File: config.mk
export PLATFORM = sky130hd
export DESIGN_NAME = ram_port_arbiter_flat
export DESIGN_NICKNAME = d
export VERILOG_FILES = /design/src/rtl/ram_port_arbiter_pkg.sv /design/src/rtl/ram_port_arbiter_if.sv /design/src/rtl/ram_port_arbiter_rr_pick.sv /design/src/rtl/ram_port_arbiter.sv /design/src/flat_wrapper.sv
export SDC_FILE = /design/constraint.sdc
export NUM_CORES = 1
export LEC_CHECK = 0
export ABC_AREA = 1
export CAP_MARGIN = 40
export CORE_UTILIZATION = 30
export CTS_BUF_LIST = sky130_fd_sc_hd__clkbuf_8
export CTS_CLUSTER_SIZE = 8
export DETAILED_ROUTE_END_ITERATION = 10
export HOLD_SLACK_MARGIN = 0.05
export PLACE_DENSITY = 0.63
export SKIP_CTS_REPAIR_TIMING = 1
export SLEW_MARGIN = 20
export SYNTH_ARGS = -nofsm -noshare
export SYNTH_HDL_FRONTEND = slang
export SYNTH_SLANG_ARGS = --single-unit
File: constraint.sdc
create_clock -name physical_clock -period 3.38 [get_ports physical_clock]
set_input_delay 0.507 -clock physical_clock [delete_from_list [all_inputs] [get_ports physical_clock]]
set_output_delay 0.507 -clock physical_clock [all_outputs]
set_load 0.03 [all_outputs]
File: src/rtl/ram_port_arbiter_pkg.sv
// Shared definitions for the RAM port arbiter: FSM encoding and requester indices.
package ram_port_arbiter_pkg;

  // Width of the grant index; covers up to four requesters.
  localparam int unsigned GrantW = 2;

  // Requester slots on the shared RAM port.
  localparam int unsigned ReqDma    = 0;
  localparam int unsigned ReqStack  = 1;
  localparam int unsigned ReqIfetch = 2;

  typedef enum logic [1:0] {
    ArbIdle  = 2'd0,
    ArbIssue = 2'd1,
    ArbWait  = 2'd2,
    ArbDone  = 2'd3
  } arb_state_e;

endpackage

File: src/rtl/ram_port_arbiter_if.sv
// Requester and RAM-side bundle of the shared RAM port arbiter.
interface ram_port_arbiter_if #(
  parameter int unsigned NUM_REQ = 3,
  parameter int unsigned ADDR_W  = 16,
  parameter int unsigned DATA_W  = 32
);
  logic [NUM_REQ-1:0]        req;
  logic [NUM_REQ-1:0]        req_we;
  logic [NUM_REQ*ADDR_W-1:0] req_addr;
  logic [NUM_REQ*DATA_W-1:0] req_wdata;
  logic [NUM_REQ-1:0]        ack;
  logic [DATA_W-1:0]         rdata;
  logic                      busy;
  logic [1:0]                last_grant;
  logic [ADDR_W-1:0]         mem_addr;
  logic [DATA_W-1:0]         mem_wdata;
  logic                      mem_we;
  logic [DATA_W-1:0]         mem_rdata;

  // Arbiter side.
  modport slave (
    input  req, req_we, req_addr, req_wdata, mem_rdata,
    output ack, rdata, busy, last_grant, mem_addr, mem_wdata, mem_we
  );

  // Requesters plus RAM side.
  modport master (
    output req, req_we, req_addr, req_wdata, mem_rdata,
    input  ack, rdata, busy, last_grant, mem_addr, mem_wdata, mem_we
  );
endinterface

File: src/rtl/ram_port_arbiter_rr_pick.sv
// Combinational round-robin selector: first set request after last_i, wrapping.
module ram_port_arbiter_rr_pick
  import ram_port_arbiter_pkg::*;
#(
  parameter int unsigned NumReq = 3
) (
  input  logic [NumReq-1:0] req_i,
  input  logic [GrantW-1:0] last_i,
  output logic [GrantW-1:0] winner_o,
  output logic              valid_o
);

  logic [2*NumReq-1:0] rot;
  int unsigned         w;

  // Rotate so bit 0 is the slot right after the last winner, then take the lowest set bit.
  always_comb begin
    rot      = {req_i, req_i} >> ({1'b0, last_i} + 3'd1);
    winner_o = '0;
    valid_o  = 1'b0;
    w        = 0;
    for (int i = 0; i < NumReq; i++) begin
      if (!valid_o && rot[i]) begin
        w = 32'(last_i) + 1 + 32'(i);
        if (w >= NumReq) w = w - NumReq;
        if (w >= NumReq) w = w - NumReq;
        winner_o = GrantW'(w);
        valid_o  = 1'b1;
      end
    end
  end

endmodule

File: src/rtl/ram_port_arbiter.sv
// Round-robin arbiter sharing the DMA-side data RAM port between requesters.
// One registered transaction at a time; reads wait out the RAM latency before ack.
module ram_port_arbiter
  import ram_port_arbiter_pkg::*;
#(
  parameter int unsigned NUM_REQ      = 3,
  parameter int unsigned ADDR_W       = 16,
  parameter int unsigned DATA_W       = 32,
  parameter int unsigned READ_LATENCY = 1
) (
  input logic                physical_clock,
  input logic                n_reset,
  ram_port_arbiter_if.slave  bus_io
);

  localparam logic [1:0]        WaitInit = 2'(READ_LATENCY - 1);
  localparam logic [GrantW-1:0] LastInit = GrantW'(NUM_REQ - 1);

  arb_state_e        state_q, state_d;
  logic [1:0]        cnt_q, cnt_d;
  logic [GrantW-1:0] last_grant_q, last_grant_d;
  logic [ADDR_W-1:0] mem_addr_q, mem_addr_d;
  logic [DATA_W-1:0] mem_wdata_q, mem_wdata_d;
  logic              mem_we_q, mem_we_d;
  logic [DATA_W-1:0] rdata_q, rdata_d;

  logic [GrantW-1:0] winner;
  logic              win_valid;
  logic [ADDR_W-1:0] addr_arr  [NUM_REQ];
  logic [DATA_W-1:0] wdata_arr [NUM_REQ];

  for (genvar g = 0; g < NUM_REQ; g++) begin : g_slice
    assign addr_arr[g]  = bus_io.req_addr[g*ADDR_W +: ADDR_W];
    assign wdata_arr[g] = bus_io.req_wdata[g*DATA_W +: DATA_W];
  end

  ram_port_arbiter_rr_pick #(
    .NumReq (NUM_REQ)
  ) u_rr_pick (
    .req_i    (bus_io.req),
    .last_i   (last_grant_q),
    .winner_o (winner),
    .valid_o  (win_valid)
  );

  // State and datapath registers; reset abandons any transaction in flight.
  always_ff @(posedge physical_clock or negedge n_reset) begin
    if (!n_reset) begin
      state_q      <= ArbIdle;
      cnt_q        <= '0;
      last_grant_q <= LastInit;
      mem_addr_q   <= '0;
      mem_wdata_q  <= '0;
      mem_we_q     <= 1'b0;
      rdata_q      <= '0;
    end else begin
      state_q      <= state_d;
      cnt_q        <= cnt_d;
      last_grant_q <= last_grant_d;
      mem_addr_q   <= mem_addr_d;
      mem_wdata_q  <= mem_wdata_d;
      mem_we_q     <= mem_we_d;
      rdata_q      <= rdata_d;
    end
  end

  // Next-state: grant in IDLE, writes finish after ISSUE, reads count down in WAIT.
  always_comb begin
    state_d      = state_q;
    cnt_d        = cnt_q;
    last_grant_d = last_grant_q;
    mem_addr_d   = mem_addr_q;
    mem_wdata_d  = mem_wdata_q;
    mem_we_d     = mem_we_q;
    rdata_d      = rdata_q;
    unique case (state_q)
      ArbIdle: begin
        mem_we_d = 1'b0;
        if (win_valid) begin
          state_d      = ArbIssue;
          last_grant_d = winner;
          mem_addr_d   = addr_arr[winner];
          mem_wdata_d  = wdata_arr[winner];
          mem_we_d     = bus_io.req_we[winner];
        end
      end
      ArbIssue: begin
        if (mem_we_q) begin
          mem_we_d = 1'b0;
          state_d  = ArbDone;
        end else begin
          cnt_d   = WaitInit;
          state_d = ArbWait;
        end
      end
      ArbWait: begin
        if (cnt_q == 2'd0) begin
          // RAM data is valid on this edge; it is presented alongside the ack.
          rdata_d = bus_io.mem_rdata;
          state_d = ArbDone;
        end else begin
          cnt_d = cnt_q - 2'd1;
        end
      end
      ArbDone: state_d = ArbIdle;
      default: state_d = ArbIdle;
    endcase
  end

  // Outputs: ack pulses for the DONE cycle only, busy covers the RAM access.
  always_comb begin
    bus_io.ack = '0;
    if (state_q == ArbDone) bus_io.ack[last_grant_q] = 1'b1;
    bus_io.busy       = (state_q == ArbIssue) || (state_q == ArbWait);
    bus_io.last_grant = last_grant_q;
    bus_io.rdata      = rdata_q;
    bus_io.mem_addr   = mem_addr_q;
    bus_io.mem_wdata  = mem_wdata_q;
    bus_io.mem_we     = mem_we_q;
  end

endmodule

File: src/flat_wrapper.sv
// flat-port wrapper written by rule: the top's interface ports become plain ports
module ram_port_arbiter_flat import ram_port_arbiter_pkg::*;
#(
  parameter int unsigned NUM_REQ      = 3,
  parameter int unsigned ADDR_W       = 16,
  parameter int unsigned DATA_W       = 32,
  parameter int unsigned READ_LATENCY = 1
)
  (physical_clock, n_reset, bus_io_req, bus_io_req_we, bus_io_req_addr, bus_io_req_wdata, bus_io_mem_rdata, bus_io_ack, bus_io_rdata, bus_io_busy, bus_io_last_grant, bus_io_mem_addr, bus_io_mem_wdata, bus_io_mem_we);
  ram_port_arbiter_if #(.NUM_REQ(NUM_REQ), .ADDR_W(ADDR_W), .DATA_W(DATA_W)) bus_io_i ();
  input logic physical_clock;
  input logic n_reset;
  input wire logic [$bits(bus_io_i.req)-1:0] bus_io_req;
  input wire logic [$bits(bus_io_i.req_we)-1:0] bus_io_req_we;
  input wire logic [$bits(bus_io_i.req_addr)-1:0] bus_io_req_addr;
  input wire logic [$bits(bus_io_i.req_wdata)-1:0] bus_io_req_wdata;
  input wire logic [$bits(bus_io_i.mem_rdata)-1:0] bus_io_mem_rdata;
  output wire logic [$bits(bus_io_i.ack)-1:0] bus_io_ack;
  output wire logic [$bits(bus_io_i.rdata)-1:0] bus_io_rdata;
  output wire logic [$bits(bus_io_i.busy)-1:0] bus_io_busy;
  output wire logic [$bits(bus_io_i.last_grant)-1:0] bus_io_last_grant;
  output wire logic [$bits(bus_io_i.mem_addr)-1:0] bus_io_mem_addr;
  output wire logic [$bits(bus_io_i.mem_wdata)-1:0] bus_io_mem_wdata;
  output wire logic [$bits(bus_io_i.mem_we)-1:0] bus_io_mem_we;
  assign bus_io_i.req = bus_io_req;
  assign bus_io_i.req_we = bus_io_req_we;
  assign bus_io_i.req_addr = bus_io_req_addr;
  assign bus_io_i.req_wdata = bus_io_req_wdata;
  assign bus_io_i.mem_rdata = bus_io_mem_rdata;
  assign bus_io_ack = bus_io_i.ack;
  assign bus_io_rdata = bus_io_i.rdata;
  assign bus_io_busy = bus_io_i.busy;
  assign bus_io_last_grant = bus_io_i.last_grant;
  assign bus_io_mem_addr = bus_io_i.mem_addr;
  assign bus_io_mem_wdata = bus_io_i.mem_wdata;
  assign bus_io_mem_we = bus_io_i.mem_we;
  ram_port_arbiter #(.NUM_REQ(NUM_REQ), .ADDR_W(ADDR_W), .DATA_W(DATA_W), .READ_LATENCY(READ_LATENCY)) u_core (.physical_clock(physical_clock), .n_reset(n_reset), .bus_io(bus_io_i));
endmodule
Word-level counts from Yosys, hierarchy flattened. Index checks and enable logic that the tools add are counted.

Bits in registers: 87. Output and inout port bits: 87. Word-level logic and storage cells: 86.

$add $sub $neg: 11. $lt $le $gt $ge: 10. Equal/unequal tests: 7. Shift operators: 1. Multiplexer cells: 35. Bitwise gates (word level): 1. Reduce and logical (&&, ||, !) cells: 14.

Operators with widths (count): 32-bit two-way mux (8); 32-bit by 2-bit >= comparator with 1-bit output (second input constant) (5); 32-bit binary-select mux with 2-bit select (1); 32-bit by 2-bit subtractor with 32-bit output (second input constant) (2); 32-bit by 1-bit adder with 32-bit output (second input constant) (1); 16-bit binary-select mux with 2-bit select (1); 16-bit two-way mux (2); 2-bit two-way mux (10); 2-bit case mux with 4 select lines (1); 1-bit two-way mux (7); 2-bit by 1-bit adder with 3-bit output (second input constant) (2); 2-bit by 3-bit less-than comparator with 1-bit output (second input constant) (2); 2-bit != test (second input constant) (3); 2-bit AND reduction (3); 6-bit by 3-bit right shift with 3-bit output (1); 2-bit subtractor (second input constant) (3); 4-bit by 2-bit subtractor with 5-bit output (second input constant) (1); 3-bit by 2-bit adder with 4-bit output (second input constant) (1); 2-bit == test (second input constant) (2); 4-bit by 2-bit >= comparator with 1-bit output (second input constant) (1); 2-bit logical NOT (2); 2-bit case mux with 2 select lines (1); 2-bit nonzero test (2); 3-bit >= comparator (second input constant) (1); 13 further kinds (16).

Depth between registers and ports, before layout. Gate-level depths: netlist of run 1.

Word-level depth: 16. Depth in mapped cells: 14. Mapped depth without buffers: 12.

Modules after synthesis. From an unflattened synthesis of run 1, not the netlist that was laid out.

Cell total of the unflattened synthesis: 747. Area, all modules: 5038.6 um^2.

By module, submodules not included: ram_port_arbiter (times used 1, cells each 707, area an instance 4799.6 um^2); ram_port_arbiter_rr_pick (times used 1, cells each 40, area an instance 239.0 um^2).

Worst setup path after synthesis of run 1. OpenSTA, ideal clock, no wires.

Path type: flip-flop to flip-flop. Start point: register u_core.last_grant_q[1] (netlist: u_core.bus_io.last_grant[1]). End point: register u_core.mem_addr_q[15] (netlist: u_core.bus_io.mem_addr[15]). Library setup time: 117 ps. Arrival: 1906 ps. Required time: 3263 ps. Setup slack: 1357 ps. Cell stages (with the launch flop): 13. Clock period less this slack: 2023 ps. Cells stage by stage: dfstp_2 > inv_2 > ha_1 > inv_1 > nand3_1 > nand2_1 > nand2_2 > buf_4 > buf_2 > nand3_1 > nand2_1 > nand3_1 > nand2_1.

Cells in the longest elaborated chain, start to end: 13.

RTL lines: start: declaration (RTL line ram_port_arbiter.sv:21) `logic [GrantW-1:0] last_grant_q, last_grant_d;`; start signal: assignment (RTL line ram_port_arbiter.sv:51) `last_grant_q <= LastInit;`; start signal: assignment (RTL line ram_port_arbiter.sv:59) `last_grant_q <= last_grant_d;`; 2-bit by 1-bit adder with 3-bit output (RTL line ram_port_arbiter_rr_pick.sv:18, ram_port_arbiter_rr_pick.sv:24); 32-bit by 1-bit adder with 32-bit output, or another cell as far along (RTL line ram_port_arbiter_rr_pick.sv:24) `w = 32'(last_i) + 1 + 32'(i);`; 32-bit by 2-bit subtractor with 32-bit output, or another cell as far along (RTL line ram_port_arbiter_rr_pick.sv:25) `if (w >= NumReq) w = w - NumReq;`; 32-bit two-way mux, or another cell as far along (RTL line ram_port_arbiter_rr_pick.sv:25); 32-bit two-way mux, or another cell as far along (RTL line ram_port_arbiter_rr_pick.sv:23) `if (!valid_o && rot[i]) begin`; 32-bit by 2-bit >= comparator with 1-bit output, or another cell as far along (RTL line ram_port_arbiter_rr_pick.sv:26) `if (w >= NumReq) w = w - NumReq;`; 2-bit two-way mux, or another cell as far along (RTL line ram_port_arbiter_rr_pick.sv:26); 2-bit two-way mux / 1-bit logical AND (equally long branches) (RTL line ram_port_arbiter_rr_pick.sv:23); 2-bit two-way mux (RTL line ram_port_arbiter_rr_pick.sv:23); 2-bit inverter with 3-bit output (implied by the code) (RTL line ram_port_arbiter.sv:82) `mem_addr_d = addr_arr[winner];`; 16-bit binary-select mux with 2-bit select (RTL line ram_port_arbiter.sv:82); 16-bit two-way mux (implied by the code) (2 in a row) (RTL line ram_port_arbiter.sv:82); end signal: assignment (RTL line ram_port_arbiter.sv:60) `mem_addr_q <= mem_addr_d;`; end: declaration (RTL line ram_port_arbiter.sv:22) `logic [ADDR_W-1:0] mem_addr_q, mem_addr_d;`.

Parallel ways exist; a longest one is shown, timed or not. The select of a mux whose other input is x is not followed. A chain may end at the register's enable or synchronous reset.

Final worst setup path of run 1.
Start point: register u_core.last_grant_q[1] (netlist: u_core.bus_io.last_grant[1]). End point: output bus_io_ack[1].

Cells in the longest elaborated chain, start to end: 5.

RTL lines: 2-bit by 3-bit less-than comparator with 1-bit output (implied by the code) / 2-bit by 1-bit >= comparator with 1-bit output (equally long branches) (RTL line ram_port_arbiter.sv:113) `if (state_q == ArbDone) bus_io.ack[last_grant_q] = 1'b1;`; 1-bit logical AND (implied by the code) (RTL line ram_port_arbiter.sv:113); 1-bit two-way mux (implied by the code) (RTL line ram_port_arbiter.sv:113); 1-bit demux with 2-bit select (*); 3-bit two-way mux (*) (RTL line ram_port_arbiter.sv:113); end: declaration (RTL line flat_wrapper.sv:18) `output wire logic [$bits(bus_io_i.ack)-1:0] bus_io_ack;`.

Every way passes the cells marked *; elsewhere a longest branch is shown, timed or not.

==> results of run 1 <==
[metal layers]
layer | vias up | wire length [um]
met4 | 0 | 466
met1 | 2570 | 7675
met3 | 26 | 1293
met5 | - | 0
li1 | 2883 | -
met2 | 215 | 8672
[synthesized netlist by cell type]
master,n,share of area
a211oi_1,1,0.0014
a21oi_1,50,0.048
buf_1,6,0.0043
buf_2,28,0.027
buf_4,3,0.0043
buf_6,2,0.0043
clkbuf_1,7,0.0051
clkinv_1,1,0.00072
dfrtp_1,86,0.41
dfstp_2,1,0.0051
ha_1,10,0.024
inv_1,113,0.082
inv_2,3,0.0022
nand2_1,268,0.19
nand2_2,5,0.0060
nand2_4,1,0.0022
nand3_1,160,0.15
nand3_2,3,0.0058
nand4_1,2,0.0024
nand4_2,1,0.0024
nor2_1,5,0.0036
o21ai_0,5,0.0048
o22ai_1,1,0.0012
o41ai_1,1,0.0017
[registers in the layout (all words and copies together), names as in the netlist]
register                  flops
u_core.bus_io.mem_wdata      32
u_core.bus_io.mem_we          1
u_core.bus_io.mem_addr       16
u_core.cnt_q                  2
u_core.bus_io.last_grant      2
u_core.state_q                2
u_core.bus_io.rdata          32
[cell type report]
class / instances / share of cell area
inverters: 117 / 0.05289
clock inverters: 7 / 0.008439
flip-flops and latches: 87 / 0.2624
multi-input cells: 513 / 0.2841
well taps: 220 / 0.03315
clock buffers: 9 / 0.01492
repair buffers: 286 / 0.3442
[worst max-delay path: cells and delay by family (launching register included)]
| family | cells | cell delay, ns |
|---|---|---|
| AND/OR/NAND/NOR | 1 | 0.07 |
| buffers and inverters | 3 | 0.79 |
| adder cells (fa/ha/maj) | 1 | 0.22 |
| flip-flops | 1 | 0.65 |
[per-stage QoR]
step	utilization	area, um2
floorplan	-	5197
global placement	0.4838	8109
detailed placement	0.4838	8109
CTS	0.4954	8303
global route	0.4954	8303
finish	0.4954	8303
[final timing paths]
path | start | slack [ns] | to | depth (start not counted)
max reg2reg | u_core.bus_io.last_grant[1] | 0.99 | u_core.bus_io.mem_addr[3] | 11
min reg2reg | u_core.bus_io.mem_addr[7] | 0.48 | u_core.bus_io.mem_addr[7] | 2
max | u_core.bus_io.last_grant[1] | 0.76 | bus_io_ack[1] | 5
min in group physical_clock | u_core.bus_io.mem_addr[7] | 0.48 | u_core.bus_io.mem_addr[7] | 2
min | n_reset | 0.17 | u_core.bus_io.mem_wdata[22] | 1
max in group asynchronous | n_reset | 2.45 | u_core.bus_io.mem_addr[5] | 2
[power groups by stage]
stage,sequential (mW),clock (mW),combinational [mW]
floorplan,2.81,0,3.00
global placement,1.88,0,6.05
detailed placement,1.89,0,6.12
CTS,1.87,0.770,6.13
global route,1.94,0.814,6.74
finish,1.87,0.746,6.06
[kinds of logic after synthesis]
group,Yosys count
AOI/OAI and AO/OA,58
adders and majority gates,10
buffers and inverters,163
DFF,87
and+or+nand+nor,445
==> run summary, run 1 <==
The run finished with clean final reports. The highest fanout seen on the critical path came out at 9. The post-synth net total came out at 957.

Final hold analysis gives a worst-case slack of 0.1697 ns. TritonCTS built the clock tree. The count of buffers inserted at the top-level ports came out at 270.

After technology mapping, the gate count stands at 763. Of the post-synthesis cell area, the part taken by muxes is 0. Clock-pin slew was measured on the worst setup and hold paths at 0.10 ns. The final max-slew violation count is 0. The power density over cell area is 1045 mW/mm2. Clock tree synthesis inserted a total of 9 buffers. The worst path in the final design needs a cycle of 2.625 ns, including I/O delays and setup. Using the TritonRoute via totals, the vias-per-cell ratio works out to 4.596. In this run the count of I/O pins placed on the die edge is 271. The data arrival time of the critical path came out at 2.12 ns. The internal power came out at 4.048 mW. The first global-routing pass estimated 29390 um of wire.

Leaving out fill and tap cells, the most frequent cell in the layout is clkdlybuf4s50_1. The headroom to the max-slew limit is 0.5265. In the layout the commonest cells are clkdlybuf4s50_1 (269), nand2_1 (268), nand3_1 (160). For this run, global-route usage on met2 was measured as 0.3550. The maximum clock insertion buffer count came out at 2. The count of antenna-violating nets left after detailed routing is 0. The dominant combinational cell family by area after synthesis is simple AND/OR/NAND/NOR gates. The maximum VDD drop is 0.5473 mV. The vertical extent of the die came out at 133.6 um. The busiest metal layer after global routing is met2.

The clock latency at the later pin of the worst-skew pair is 0.38 ns. The net switching fraction of the power is 0.5335. The fraction of the yosys area taken by sequential cells is 0.4191. The post-synthesis share of cell area spent on full adders, half adders and majority gates came out at 0.02407.

The post-synthesis xor/xnor area fraction came out at 0. The register bit count reported by yosys is 87. The clock network fraction of design power is 0.086. From synthesis to final layout, the design area changed by 59.75%. The share of the synthesized area in compound gates (AO/OA/AOI/OAI) is 0.05729. The synthesized cell area is 0.005197 mm2. The wire-length estimate of the detail-placed layout is 12940 um.

The total placed cells including tap cells came out at 1223. The sequential cell fraction of total power came out at 0.216. The post-route DRC violation count is 0. Dividing the final minimum period by the clock period gives 0.7765. Timing analysis after detailed placement gives a worst setup slack of 0.7717 ns. The slowest stage of the critical path belongs to the cell dfstp_2. The number of max-cap violations came out at 0. The H-tree depth is 3.

The via count of the first global-routing pass came out at 5738. The met3 global-route usage came out at 0.04871. The average footprint of a synthesized cell came out at 6.812 um2.

The number of warnings issued by yosys came out at 0. The combined global-route utilization of all metal layers came out at 0.2111. The distinct cell type count after synthesis is 24. The total wire length is 18110 um. The fraction of final layout cells sized beyond drive strength 1 is 0.04711. The final hold violation count is 0. Once routing completed, OpenROAD measured the worst setup slack at 0.7553 ns. The iteration count of the initial detailed-routing pass came out at 5. The congestion estimate from routability-driven global placement came to 0.8290. The number of inserted diodes is 0. The slew at the pin closest to its max-slew limit is 0.7102 ns. The analysis attributes to net switching a power of 4.629 mW. The longest individual stage delay on the worst path came out at 0.65 ns. The total number of placement rows is 47. The worst setup path is of the flop to output pin kind.

The initial utilization of the core area, before any placement, comes to 0.3101. Setup violations remaining at the end of the flow were counted as 0. The area of the core is 0.01676 mm2.

STA classifies the critical path endpoint as an output pin. The leakage power figure came out at 4.219 nW. The number of filler instances in the final layout is 1652. The total negative slack is 0 ns. The path class of the tightest hold or removal check is input port to asynchronous set/reset pin. The register area came out at 0.002178 mm2. Derived from the worst setup path, the maximum achievable clock frequency is 381.0 MHz. The initial antenna violation count came out at 0. The endpoint required time on the critical path came out at 2.87 ns. The DRC marker count from the first detailed-route iteration came out at 415. For met1 alone, demand over resource in global routing was 0.2612. The combinational fraction of design power is 0.698. The maximum number of pins on one net before global-route repair is 52. The area of the die came out at 0.01786 mm2. STA classifies the critical path startpoint as a flop. Traced cell by cell, the critical path runs through inv_2 -> ha_1 -> nand2_1 -> inv_1 -> clkdlybuf4s50_1. Measured along the x axis, the die boundary spans 133.6 um. The final cell count without fillers came out at 1239. The overall power of the completed layout is 8.677 mW. For this block, the via count after detailed routing is 5694. The area occupied by multi-input gates is 0.002359 mm2. The mean routed wirelength per cell is 14.61 um. The worst clock skew is 0.01894 ns. The area fraction in and, or, nand and nor cells after synthesis is 0.3700. The number of nets in the final layout came out at 1208. The root buffer cell is clkbuf_8. The total global routing overflow came out at 0.

The number of sinks driven by the clock tree came out at 87. Setup repair after global routing left no endpoint under its margin.
Power figures use the tool's default switching activity.
==> run 2: changes to the inputs <==
PLACE_DENSITY = 0.65   (was 0.63)
clock period = 2.2 ns   (was 3.38 ns; I/O delays follow)
==> run 2 against run 1 <==
Sequential share of layout area shrank 0.78 points; global-route usage shrank 0.66 points; largest cell class unchanged; sequential power grew 52%; via count grew 0.98%; largest power group unchanged; clock-buffer cell count is the same.
==> run summary, run 2 (same netlist as run 1, synthesis figures left out) <==
The register-to-register setup slack came out at 0.14 ns (-0.85 ns). The slew at the pin closest to its max-slew limit is 0.4294 ns (-0.2807 ns). The overall power of the completed layout came out at 14.04 mW (+62%). The number of inserted diodes is 0 (unchanged). The initial antenna violation count is 0 (unchanged). The combinational fraction of design power is 0.715 (+0.017).

The number of sinks driven by the clock tree came out at 87 (unchanged). The via count normalized by instance count is 4.578 (-0.38%). The count of antenna-violating nets left after detailed routing is 0 (unchanged). The number of nets in the final layout is 1225 (+1.4%). The cell at the slowest stage of the critical path is dfstp_2. The leakage power figure is 4.404 nW (+4.4%). The sequential cell fraction of total power is 0.203 (-0.013). The total buffers and inverters traversed by the critical path is 3 (unchanged). The clock network fraction of design power came out at 0.081 (-0.005). The detailed-route via count came out at 5750 (+0.98%). The maximum VDD drop was 0.8256 mV (+51%).

The final-report setup violation count came out at 0 (unchanged). The iteration count of the initial detailed-routing pass is 4 (-1). The number of max-cap violations came out at 0 (unchanged). The total number of placement rows was 47 (unchanged). The clock-pin slew of the registers on the worst-case setup and hold paths came to 0.10 ns (about the same). The total wire length came out at 17970 um (-0.74%). The flow ran to the end, and the final reports show no timing, DRC or antenna violations. The area of the die is 0.01786 mm2 (unchanged). The count of buffers inserted at the top-level ports is 270 (unchanged). The number of top-level pins came out at 271 (unchanged). The horizontal die dimension is 133.6 um (unchanged). The area of the core came to 0.01676 mm2 (unchanged).

The combined global-route utilization of all metal layers came to 0.2045 (-0.006629). The DRC marker count from the first detailed-route iteration is 266 (-36%). The shortest clock period the worst path allows after layout is 2.063 ns. The worst setup path is captured at a flop.

The post-route DRC violation count came out at 0 (unchanged). Setup repair after global routing left no endpoint under its margin. The H-tree depth came out at 3 (unchanged). The maximum clock insertion buffer count is 2 (unchanged).

The endpoint required time on the critical path came out at 2.52 ns (-0.35 ns). The net switching fraction of the power came to 0.5145 (-0.01897). In the layout the commonest cells are nand2_1 (268), clkdlybuf4s50_1 (265), nand3_1 (160). The via count of the first global-routing pass came out at 5596 (-2.5%). STA classifies the critical path startpoint as a flop.

The depth of the worst register-to-register path is 11 (unchanged). The starting density of the core is 0.3101 (unchanged). The total global routing overflow is 0 (unchanged). The capture instance of the worst register-to-register path is u_core.bus_io.mem_wdata[6].

The internal power came to 6.815 mW (+68%). The post-detailed-placement half-perimeter wirelength came to 13250 um (+2.4%). The final hold violation count came out at 0 (unchanged).

The total negative slack is 0 ns (unchanged). TritonCTS built the clock tree. The library cell used most frequently in the layout, excluding fill and tap cells, is nand2_1. The maximum number of pins on one net before global-route repair is 46 (-12%). The startpoint of the most critical register-to-register path is u_core.bus_io.last_grant[1]. The highest fanout seen on the critical path is 13 (+4). The TritonCTS buffer count came out at 9 (unchanged).

The power density over cell area came out at 1640 mW/mm2 (+57%). In the finished design, the share of the clock period the worst path needs comes to 0.9377. The worst clock skew was 0.02072 ns (+0.001783 ns). The data arrival time of the critical path came to 2.38 ns (+0.26 ns). The longest individual stage delay on the worst path came out at 0.62 ns (-0.03 ns). The worst hold-check path type is input port to asynchronous set/reset pin.

The headroom to the max-slew limit came out at 0.7132 (+0.1867). The vertical extent of the die is 133.6 um (unchanged). The reported net switching power came out at 7.223 mW (+56%). The first-pass GRT wire length is 28650 um (-2.5%). The final weighted congestion of routability-driven global placement was 0.8423 (+1.6%). Among cell families on the critical path, the largest total delay comes from flip-flops. The fraction of final layout cells sized beyond drive strength 1 came out at 0.06178 (+0.01467). The kind of critical path is flop to flop. The root buffer cell is clkbuf_8. Relative to the synthesized area, the layout overhead comes to 64.66%.

The maximum achievable frequency came out at 484.8 MHz. The clock latency at the later pin of the worst-skew pair was 0.39 ns (about the same). The mean routed wirelength per cell is 14.31 um (-2.1%).

The final max-slew violation count is 0 (unchanged). Walking the worst path, the cells encountered are inv_2 -> ha_1 -> inv_1 -> nand3_1 -> nand2_1 -> nand2_2 -> nand2_2 -> buf_12 -> a21oi_1 -> nand3_1 -> nand2_1.
==> run 2: worst max-delay path by stage <==
| stage | from | end | slack (ns) | cells past startpoint |
|---|---|---|---|---|
| finish | u_core.bus_io.last_grant[1] | u_core.bus_io.mem_wdata[6] | 0.14 | 11 |
| global route | u_core.bus_io.last_grant[1] | u_core.bus_io.mem_wdata[30] | 0.03 | 11 |
| floorplan | u_core.bus_io.last_grant[1] | u_core.bus_io.mem_addr[15] | 0.18 | 12 |
| detailed placement | bus_io_req[2] | u_core.bus_io.mem_wdata[6] | 0.05 | 12 |
| global placement | bus_io_req[2] | u_core.bus_io.mem_wdata[6] | 0.11 | 12 |
| CTS | u_core.bus_io.last_grant[1] | bus_io_ack[1] | -0.27 | 5 |
==> run 2: final cells by class <==
class                           count  area, um2
Fill cell                        1663       8202
Clock inverter                      7      72.57
Inverter                          117      439.2
Clock buffer                        9      123.9
Timing Repair Buffer              303       3110
Tap cell                          220      275.3
Multi-Input combinational cell    513       2359
Sequential cell                    87       2178
==> run 2: routing by layer <==
layer | share of wire | vias to the layer above | wire, um | global-route usage
met4 | 0.019 | 0 | 346 | 0.07134
met5 | 0 | - | 0 | 0
met3 | 0.080 | 26 | 1446 | 0.04642
li1 | - | 2919 | - | -
met1 | 0.42 | 2573 | 7617 | 0.2572
met2 | 0.48 | 232 | 8562 | 0.3432
==> run 2: per-stage QoR <==
step / instances / instance area [um2] / worst slack, ns / utilization / hold WS, ns
after floorplan: 763 / 5197 / 0.1766 / - / 0.03441
after global placement: 1237 / 8327 / 0.1078 / 0.4968 / 0.2941
after detailed placement: 1237 / 8327 / 0.04694 / 0.4968 / 0.2884
after CTS: 1253 / 8523 / -0.2651 / 0.5085 / -0.1467
after global routing: 1256 / 8558 / 0.02760 / 0.5106 / 0.4325
final: 1256 / 8558 / 0.1371 / 0.5106 / 0.4049
==> run 2: power groups by stage <==
stage | Combinational, mW | Sequential, mW | Clock (mW)
6_report | 10.0 | 2.85 | 1.14
5_1_grt | 11.1 | 2.96 | 1.25
4_1_cts | 10.1 | 2.86 | 1.20
3_5_place_dp | 10.1 | 2.87 | 0
3_3_place_gp | 10.1 | 2.87 | 0
2_1_floorplan | 4.60 | 4.32 | 0
